**src/rtl/cpu15_pkg.sv**
```systemverilog
// cpu15_pkg: shared state encoding and constants for the cpu15 sequencer and decoder
package cpu15_pkg;
  localparam int CPU15_PC_W = 8;
  localparam logic [3:0] OP_HALT = 4'b1111;
  typedef enum logic [2:0] {
    S_IDLE   = 3'd0,
    S_FETCH  = 3'd1,
    S_DECODE = 3'd2,
    S_EXEC   = 3'd3,
    S_WBACK  = 3'd4,
    S_HALT   = 3'd5,
    S_PAUSE  = 3'd6
  } state_t;
endpackage

```
**src/rtl/cpu15_sequencer_if.sv**
```systemverilog
// cpu15_sequencer_if: control/status bundle between the datapath (master) and the sequencer (slave); STEP exists only with CPU15_SEQ_STEP_EN
interface cpu15_sequencer_if #(parameter int PC_W = 8);
  logic            RUN;
  logic            STALL;
  logic            JUMP_EN;
  logic [PC_W-1:0] JUMP_ADDR;
  logic            HALT_REQ;
  logic            EN_FT;
  logic            EN_DC;
  logic            EN_EX;
  logic            EN_WB;
  logic [PC_W-1:0] P_COUNT;
  logic            RUNNING;
  logic            HALTED;
`ifdef CPU15_SEQ_STEP_EN
  logic            STEP;
  modport master(output RUN, STALL, JUMP_EN, JUMP_ADDR, HALT_REQ, STEP,
                 input EN_FT, EN_DC, EN_EX, EN_WB, P_COUNT, RUNNING, HALTED);
  modport slave(input RUN, STALL, JUMP_EN, JUMP_ADDR, HALT_REQ, STEP,
                output EN_FT, EN_DC, EN_EX, EN_WB, P_COUNT, RUNNING, HALTED);
`else
  modport master(output RUN, STALL, JUMP_EN, JUMP_ADDR, HALT_REQ,
                 input EN_FT, EN_DC, EN_EX, EN_WB, P_COUNT, RUNNING, HALTED);
  modport slave(input RUN, STALL, JUMP_EN, JUMP_ADDR, HALT_REQ,
                output EN_FT, EN_DC, EN_EX, EN_WB, P_COUNT, RUNNING, HALTED);
`endif
endinterface

```
**src/rtl/cpu15_pc.sv**
```systemverilog
// cpu15_pc: program counter; loads the jump target or increments on a WBACK strobe, holds otherwise or on halt
module cpu15_pc #(
  parameter int              PC_W     = 8,
  parameter logic [PC_W-1:0] RESET_PC = '0
) (
  input  logic            CLK,
  input  logic            RESET_N,
  input  logic            i_wb,
  input  logic            i_halt,
  input  logic            i_jump_en,
  input  logic [PC_W-1:0] i_jump_addr,
  output logic [PC_W-1:0] o_pc
);
  logic [PC_W-1:0] r_pc;
  // update only when leaving WBACK without halting; increment wraps naturally
  always_ff @(posedge CLK or negedge RESET_N) begin
    if (!RESET_N) r_pc <= RESET_PC;
    else if (i_wb && !i_halt) r_pc <= i_jump_en ? i_jump_addr : r_pc + PC_W'(1);
  end
  assign o_pc = r_pc;
endmodule

```
**src/rtl/cpu15_sequencer.sv**
```systemverilog
// cpu15_sequencer: fetch/decode/execute/writeback stepper with jump, halt and execute stall; CPU15_SEQ_STEP_EN adds a STEP-gated PAUSE after writeback
module cpu15_sequencer
  import cpu15_pkg::*;
#(
  parameter int              PC_W     = CPU15_PC_W,
  parameter logic [PC_W-1:0] RESET_PC = '0
) (
  input logic CLK,
  input logic RESET_N,
  cpu15_sequencer_if.slave bus
);
  state_t r_state;
  state_t w_next;
  logic   w_wb;
  assign w_wb = (r_state == S_WBACK);
  cpu15_pc #(.PC_W(PC_W), .RESET_PC(RESET_PC)) u_pc (
    .CLK        (CLK),
    .RESET_N    (RESET_N),
    .i_wb       (w_wb),
    .i_halt     (bus.HALT_REQ),
    .i_jump_en  (bus.JUMP_EN),
    .i_jump_addr(bus.JUMP_ADDR),
    .o_pc       (bus.P_COUNT)
  );
  // state register; async reset aborts any instruction in flight
  always_ff @(posedge CLK or negedge RESET_N) begin
    if (!RESET_N) r_state <= S_IDLE;
    else r_state <= w_next;
  end
  // next state; HALT is sticky and only reset leaves it
  always_comb begin
    w_next = r_state;
    case (r_state)
      S_IDLE:   w_next = bus.RUN ? S_FETCH : S_IDLE;
      S_FETCH:  w_next = S_DECODE;
      S_DECODE: w_next = S_EXEC;
      S_EXEC:   w_next = bus.STALL ? S_EXEC : S_WBACK;
`ifdef CPU15_SEQ_STEP_EN
      S_WBACK:  w_next = bus.HALT_REQ ? S_HALT : S_PAUSE;
      S_PAUSE:  w_next = bus.STEP ? S_FETCH : S_PAUSE;
`else
      S_WBACK:  w_next = bus.HALT_REQ ? S_HALT : S_FETCH;
`endif
      S_HALT:   w_next = S_HALT;
      default:  w_next = S_IDLE;
    endcase
  end
  // Moore outputs decoded from the state register; one enable per stage
  always_comb begin
    bus.EN_FT   = (r_state == S_FETCH);
    bus.EN_DC   = (r_state == S_DECODE);
    bus.EN_EX   = (r_state == S_EXEC);
    bus.EN_WB   = (r_state == S_WBACK);
    bus.HALTED  = (r_state == S_HALT);
    bus.RUNNING = (r_state == S_FETCH) || (r_state == S_DECODE) || (r_state == S_EXEC) ||
                  (r_state == S_WBACK) || (r_state == S_PAUSE);
  end
endmodule

```
**src/flat_wrapper.sv**
```systemverilog
// flat-port wrapper written by rule: the top's interface ports become plain ports
module cpu15_sequencer_flat import cpu15_pkg::*;
#(
  parameter int              PC_W     = CPU15_PC_W,
  parameter logic [PC_W-1:0] RESET_PC = '0
)
  (CLK, RESET_N, bus_RUN, bus_STALL, bus_JUMP_EN, bus_JUMP_ADDR, bus_HALT_REQ, bus_EN_FT, bus_EN_DC, bus_EN_EX, bus_EN_WB, bus_P_COUNT, bus_RUNNING, bus_HALTED);
  cpu15_sequencer_if #(.PC_W(PC_W)) bus_i ();
  input logic CLK;
  input logic RESET_N;
  input wire logic [$bits(bus_i.RUN)-1:0] bus_RUN;
  input wire logic [$bits(bus_i.STALL)-1:0] bus_STALL;
  input wire logic [$bits(bus_i.JUMP_EN)-1:0] bus_JUMP_EN;
  input wire logic [$bits(bus_i.JUMP_ADDR)-1:0] bus_JUMP_ADDR;
  input wire logic [$bits(bus_i.HALT_REQ)-1:0] bus_HALT_REQ;
  output wire logic [$bits(bus_i.EN_FT)-1:0] bus_EN_FT;
  output wire logic [$bits(bus_i.EN_DC)-1:0] bus_EN_DC;
  output wire logic [$bits(bus_i.EN_EX)-1:0] bus_EN_EX;
  output wire logic [$bits(bus_i.EN_WB)-1:0] bus_EN_WB;
  output wire logic [$bits(bus_i.P_COUNT)-1:0] bus_P_COUNT;
  output wire logic [$bits(bus_i.RUNNING)-1:0] bus_RUNNING;
  output wire logic [$bits(bus_i.HALTED)-1:0] bus_HALTED;
  assign bus_i.RUN = bus_RUN;
  assign bus_i.STALL = bus_STALL;
  assign bus_i.JUMP_EN = bus_JUMP_EN;
  assign bus_i.JUMP_ADDR = bus_JUMP_ADDR;
  assign bus_i.HALT_REQ = bus_HALT_REQ;
  assign bus_EN_FT = bus_i.EN_FT;
  assign bus_EN_DC = bus_i.EN_DC;
  assign bus_EN_EX = bus_i.EN_EX;
  assign bus_EN_WB = bus_i.EN_WB;
  assign bus_P_COUNT = bus_i.P_COUNT;
  assign bus_RUNNING = bus_i.RUNNING;
  assign bus_HALTED = bus_i.HALTED;
  cpu15_sequencer #(.PC_W(PC_W), .RESET_PC(RESET_PC)) u_core (.CLK(CLK), .RESET_N(RESET_N), .bus(bus_i));
endmodule
```
**config.mk**
```make
export PLATFORM = sky130hd
export DESIGN_NAME = cpu15_sequencer_flat
export DESIGN_NICKNAME = d
export VERILOG_FILES = /design/src/rtl/cpu15_pkg.sv /design/src/rtl/cpu15_sequencer_if.sv /design/src/rtl/cpu15_pc.sv /design/src/rtl/cpu15_sequencer.sv /design/src/flat_wrapper.sv
export SDC_FILE = /design/constraint.sdc
export NUM_CORES = 1
export LEC_CHECK = 0
export BUFFER_PORTS_ARGS = -buffer_cell sky130_fd_sc_hd__buf_2
export CAP_MARGIN = 15
export CORE_MARGIN = 2
export CORE_UTILIZATION = 35
export CTS_CLUSTER_DIAMETER = 150
export CTS_CLUSTER_SIZE = 28
export DETAILED_ROUTE_END_ITERATION = 16
export PLACE_DENSITY = 0.65
export SETUP_SLACK_MARGIN = 0.4
export SLEW_MARGIN = 20
export SYNTH_ARGS = -nofsm -noshare
export SYNTH_HDL_FRONTEND = slang
export SYNTH_SLANG_ARGS = --single-unit
```
**constraint.sdc**
```tcl
create_clock -name CLK -period 1.9 [get_ports CLK]
set_input_delay 0.095 -clock CLK [delete_from_list [all_inputs] [get_ports CLK]]
set_output_delay 0.095 -clock CLK [all_outputs]
set_load 0.02 [all_outputs]
```
Word level (Yosys, flattened, before mapping)
Index checks and enable logic that the tools add are counted.
Operators by class
  add/sub/neg operators: 1
  eq/ne operators: 6
  multiplexer cells: 5
  reduce and logical (&&, ||, !) cells: 7
Operators by type and width (count)
  $pmux W3 S6: 1
  $eq A3 B3 Y1 const B: 3
  $add A8 B1 Y8 const B: 1
  $mux W8: 1
  $eq A3 B2 Y1 const B: 2
  $mux W3: 2
  $logic_or A1 B1 Y1: 4
  $eq A3 B1 Y1 const B: 1
  $logic_not A3 Y1: 1
  $logic_and A1 B1 Y1: 1
  $logic_not A1 Y1: 1
  $mux W1: 1
Word-level totals
  flip-flop bits (word level): 11
  bits of input ports: 14
  output and inout port bits: 14
  logic and storage cells: 21

Logic depth before layout (Yosys ltp)
  word-level depth: 5
  mapped depth: 5
  gate-level depth less buffers: 4

Cells and area by module
From an unflattened synthesis, not the netlist that was laid out.
Unflattened totals
  cell total of the unflattened synthesis: 78
  area total of the unflattened synthesis: 738.2 um^2
By module, submodules not included
  cpu15_pc: times used 1, cells an instance 56, area each 529.3 um^2
  cpu15_sequencer: times used 1, cells an instance 22, area each 209.0 um^2

Least setup slack after synthesis
OpenSTA, ideal clock, no wires.
  path type: reg2reg
  start point: register u_core.r_state[0]
  end point: register u_core.u_pc.r_pc[2] (netlist: u_core.u_pc.o_pc[2])
  library setup time: 121 ps
  arrival: 1294 ps
  data required time: 1779 ps
  slack: 485 ps
  stages on the path, launching flop included: 5
  period minus slack after synthesis: 1415 ps
  cell sequence: dfrtp_1 -> buf_6 -> nor4b_4 -> o21ai_1 -> a22o_1
Between the ends
  cells in the longest elaborated chain, start to end: 2
Ends and longest elaborated chain
  start, declared: RTL line cpu15_sequencer.sv:12  | state_t r_state;
  start signal, assigned: RTL line cpu15_sequencer.sv:28  | else r_state <= w_next;
  $eq A3 B3 Y1: RTL line cpu15_sequencer.sv:15  | assign w_wb = (r_state == S_WBACK);
  $logic_and A1 B1 Y1: RTL line cpu15_pc.sv:18  | else if (i_wb && !i_halt) r_pc <= i_jump_en ? i_jump_addr : r_pc + PC_W'(1);
  end signal, assigned: RTL line cpu15_pc.sv:18
  end, declared: RTL line cpu15_pc.sv:14  | logic [PC_W-1:0] r_pc;
No other way between the ends.
A chain may end at the register's enable or synchronous reset.

Final worst setup path
  start point: register u_core.r_state[0]
  end point: register u_core.u_pc.r_pc[5] (netlist: u_core.u_pc.o_pc[5])
Same word-level chain as after synthesis.

==> impl_metrics.json <==
{
  "outcome": "finished clean",
  "slew-limit-headroom_pct": 78.5,
  "initial_utilization_pct": 37.5,
  "numClockSinks": 11,
  "post_cts_buffers": 0,
  "crit_fanout": 16,
  "dieArea_um2": 2510,
  "number_of_buffers_created_by_cts": 3,
  "wire_length_of_the_first_global_routing_pass_um": 2550,
  "firstDrtPassIters": 4,
  "critical_path_arrival_ns": 1.64,
  "synth_area_um2": 743,
  "class_of_the_most_critical_hold_timing_path": "input pin to flop",
  "synthArstFlopShare_pct": 100,
  "synth_top_cells_by_area": "dfrtp_1, nor2_1, a21oi_1",
  "synth.net_count": 98,
  "fraction_of_final_layout_cells_with_drive_strength_greater_than_1_pct": 33.6,
  "final_hold_violation_count": 0,
  "vias_per_cell": 5.06,
  "grt-ovfl-total": 0,
  "totalNegativeSetupSlack_ns": 0,
  "rsz_0062_raised_after_global_routing": "false",
  "timing.critical_path.cells": "nor4b_4 -> buf_6 -> mux2_4 -> nand3_2",
  "worst_pin_slew_ns": 0.323,
  "yosysSeqAreaShare_pct": 37.0,
  "worst_case_register_to_register_setup_slack_ns": 0.47,
  "synthFlopType": "dfrtp_1",
  "placed_cells_incl_taps": 132,
  "drt-total-wl_um": 1580,
  "timing_worst_setup_path_type": "flop to flop",
  "drtAntennaViolNets": 0,
  "globalRouteMet1Util_pct": 17.3,
  "ys_ff_latch": 11,
  "commonest_non_fill_non_tap_cells_in_the_layout": "buf_2, nor2_1, dfrtp_1, a21oi_1, nand2b_1",
  "startpoint_type_of_the_worst_setup_path": "flop",
  "yosys.cell_types.count": 29,
  "worst_setup_path_end_kind": "flop",
  "p_per_area_nw_per_um2": 1320,
  "insertion_delay_of_the_later_clocked_pin_in_the_worst_skew_pair_ns": 0.26,
  "grt_use_met2_pct": 21.5,
  "total_global_routing_track_utilization_pct": 13.2,
  "avgRoutedWirePerCell_um": 11.5,
  "worst_ep_required_time_ns": 2.10,
  "design.final.nets": 126,
  "dieHeight_um": 50.1,
  "num_rows": 16,
  "worst_setup_hold_path_clk_slew_ns": 0.07,
  "achievable-frequency_ghz": 0.697,
  "grt_max_degree": 21,
  "layoutNonFillerInstCount": 137,
  "drv_cap": 0,
  "finalWorstPathRequiredPeriod_ns": 1.43,
  "worst_r2r_endpoint": "u_core.u_pc.o_pc[5]",
  "hold-path-endpoint": "u_core.r_state[0]",
  "drc": 0,
  "yosys_warnings": 0,
  "portBuffers": 27,
  "detail_route.iter0.violations": 12,
  "crit_slowest_cell": "dfrtp_2",
  "timing_max_transition_violations_final": 0,
  "layout_commonest_cell": "buf_2",
  "worstRegToRegCells": 4,
  "timing.clock.skew_ns": 0.00343,
  "report.final.setup_viol": 0,
  "reg2reg_from": "u_core.r_state[0]",
  "grt_pass1_vias": 590,
  "ctsLongestPathBuffers": 2,
  "synth_largest_type_area_fraction_pct": 37.0,
  "vdd_ir_drop_max_v": 0.000611,
  "detailedPlacementHpwl_um": 1130,
  "synth_area_leader_cell": "dfrtp_1",
  "fin_crit_sh_pct": 75.5,
  "tritoncts": "built",
  "h-tree-depth": 1,
  "grt_antenna_before_repair": 0,
  "design.portCount": 28,
  "die_width_um": 50.1,
  "area.growth.synth_to_final_pct": 23.9,
  "via_count": 693,
  "worst_path_largest_cell_delay_ns": 0.48,
  "postSynthCellCount": 83,
  "root_buffer": "clkbuf_4",
  "floorplan.core_area_um2": 1980,
  "grt_use_met3_pct": 2.73,
  "p_leak_nw": 0.439,
  "most_utilized_layer_in_the_global_route_result": "met2",
  "n_antenna_cell": 0,
  "synth-edff-count": 0,
  "hold_depth": 3,
  "finalWeightedCongestion": 0.709,
  "synth_area_per_cell_um2": 8.95,
  "hold_start": "bus_RUN"
}
## sequential cells by signal (all words and copies together) (netlist names)
| register | count |
|---|---|
| u_core.u_pc.o_pc | 8 |
| u_core.r_state | 3 |
## worst max path at each step
| stage | start | to | slack, ns | cells after the start |
|---|---|---|---|---|
| finish | u_core.r_state[0] | u_core.u_pc.o_pc[5] | 0.47 | 4 |
| global route | u_core.u_pc.o_pc[0] | u_core.u_pc.o_pc[4] | 0.40 | 4 |
| CTS | u_core.r_state[0] | u_core.u_pc.o_pc[5] | 0.41 | 4 |
| detailed placement | u_core.r_state[0] | u_core.u_pc.o_pc[5] | 0.41 | 4 |
| global placement | u_core.r_state[0] | u_core.u_pc.o_pc[5] | 0.44 | 4 |
| floorplan | u_core.r_state[0] | u_core.u_pc.o_pc[2] | 0.49 | 4 |
## stage by stage
step	util [%]	setup WS, ns	power [mW]	hold slack (ns)	instance area (um^2)
2_1_floorplan	-	0.485	0.904	-0.201	743
3_3_place_gp	44.4	0.436	1.04	-0.0182	880
3_5_place_dp	44.4	0.409	1.06	-0.0179	880
4_1_cts	46.4	0.414	1.22	0.124	920
5_1_grt	46.5	0.404	1.32	0.114	921
6_report	46.5	0.466	1.21	0.120	921
## logic make-up after synthesis
family / share of synthesized area (%)
simple gates: 29.3
compound gates: 16.2
flops: 37.0
buf+inv: 6.90
mux: 8.92
fa+ha+maj: 1.68
## what timing repair did
item                       4_1_cts  5_1_grt
hold endpoints to repair        11        0
resized for setup                1        1
setup endpoints to repair        1        4
hold buffers                     1        0
## per-layer routing
metal | routed length, um | up-vias
met5 | 0 | -
met4 | 10 | 0
met3 | 96 | 2
met2 | 717 | 25
met1 | 751 | 317
li1 | - | 349
## critical path: cells and delay by family (launching register included)
family,cells,cell delay [ns]
flip-flops,1,0.48
multiplexers,1,0.32
AND/OR/NAND/NOR,2,0.37
buffers and inverters,1,0.21
## synthesized netlist by cell type, drive strengths merged (3+ instances only)
library cell / count
mux2i: 4
inv: 3
a22o: 3
buf: 4
nand4: 3
nor2: 13
o21ai: 3
nand2: 3
dfrtp: 11
and3: 3
a21oi: 8
nand2b: 5
## final cells by class
| class | count | area, um^2 |
|---|---|---|
| timing repair buffer | 29 | 156 |
| inverter | 3 | 11.3 |
| multi-input combinational | 63 | 417 |
| sequential | 11 | 277 |
| clock buffer | 4 | 26.3 |
| tap | 27 | 33.8 |
| fill | 200 | 1060 |
## report_power, final
group	switching [mW]	internal, mW	total (mW)
clock	0.0753	0.0811	0.156
combinational	0.337	0.245	0.581
sequential	0.153	0.321	0.474
Note: power is estimated with default switching activity, not from simulation.
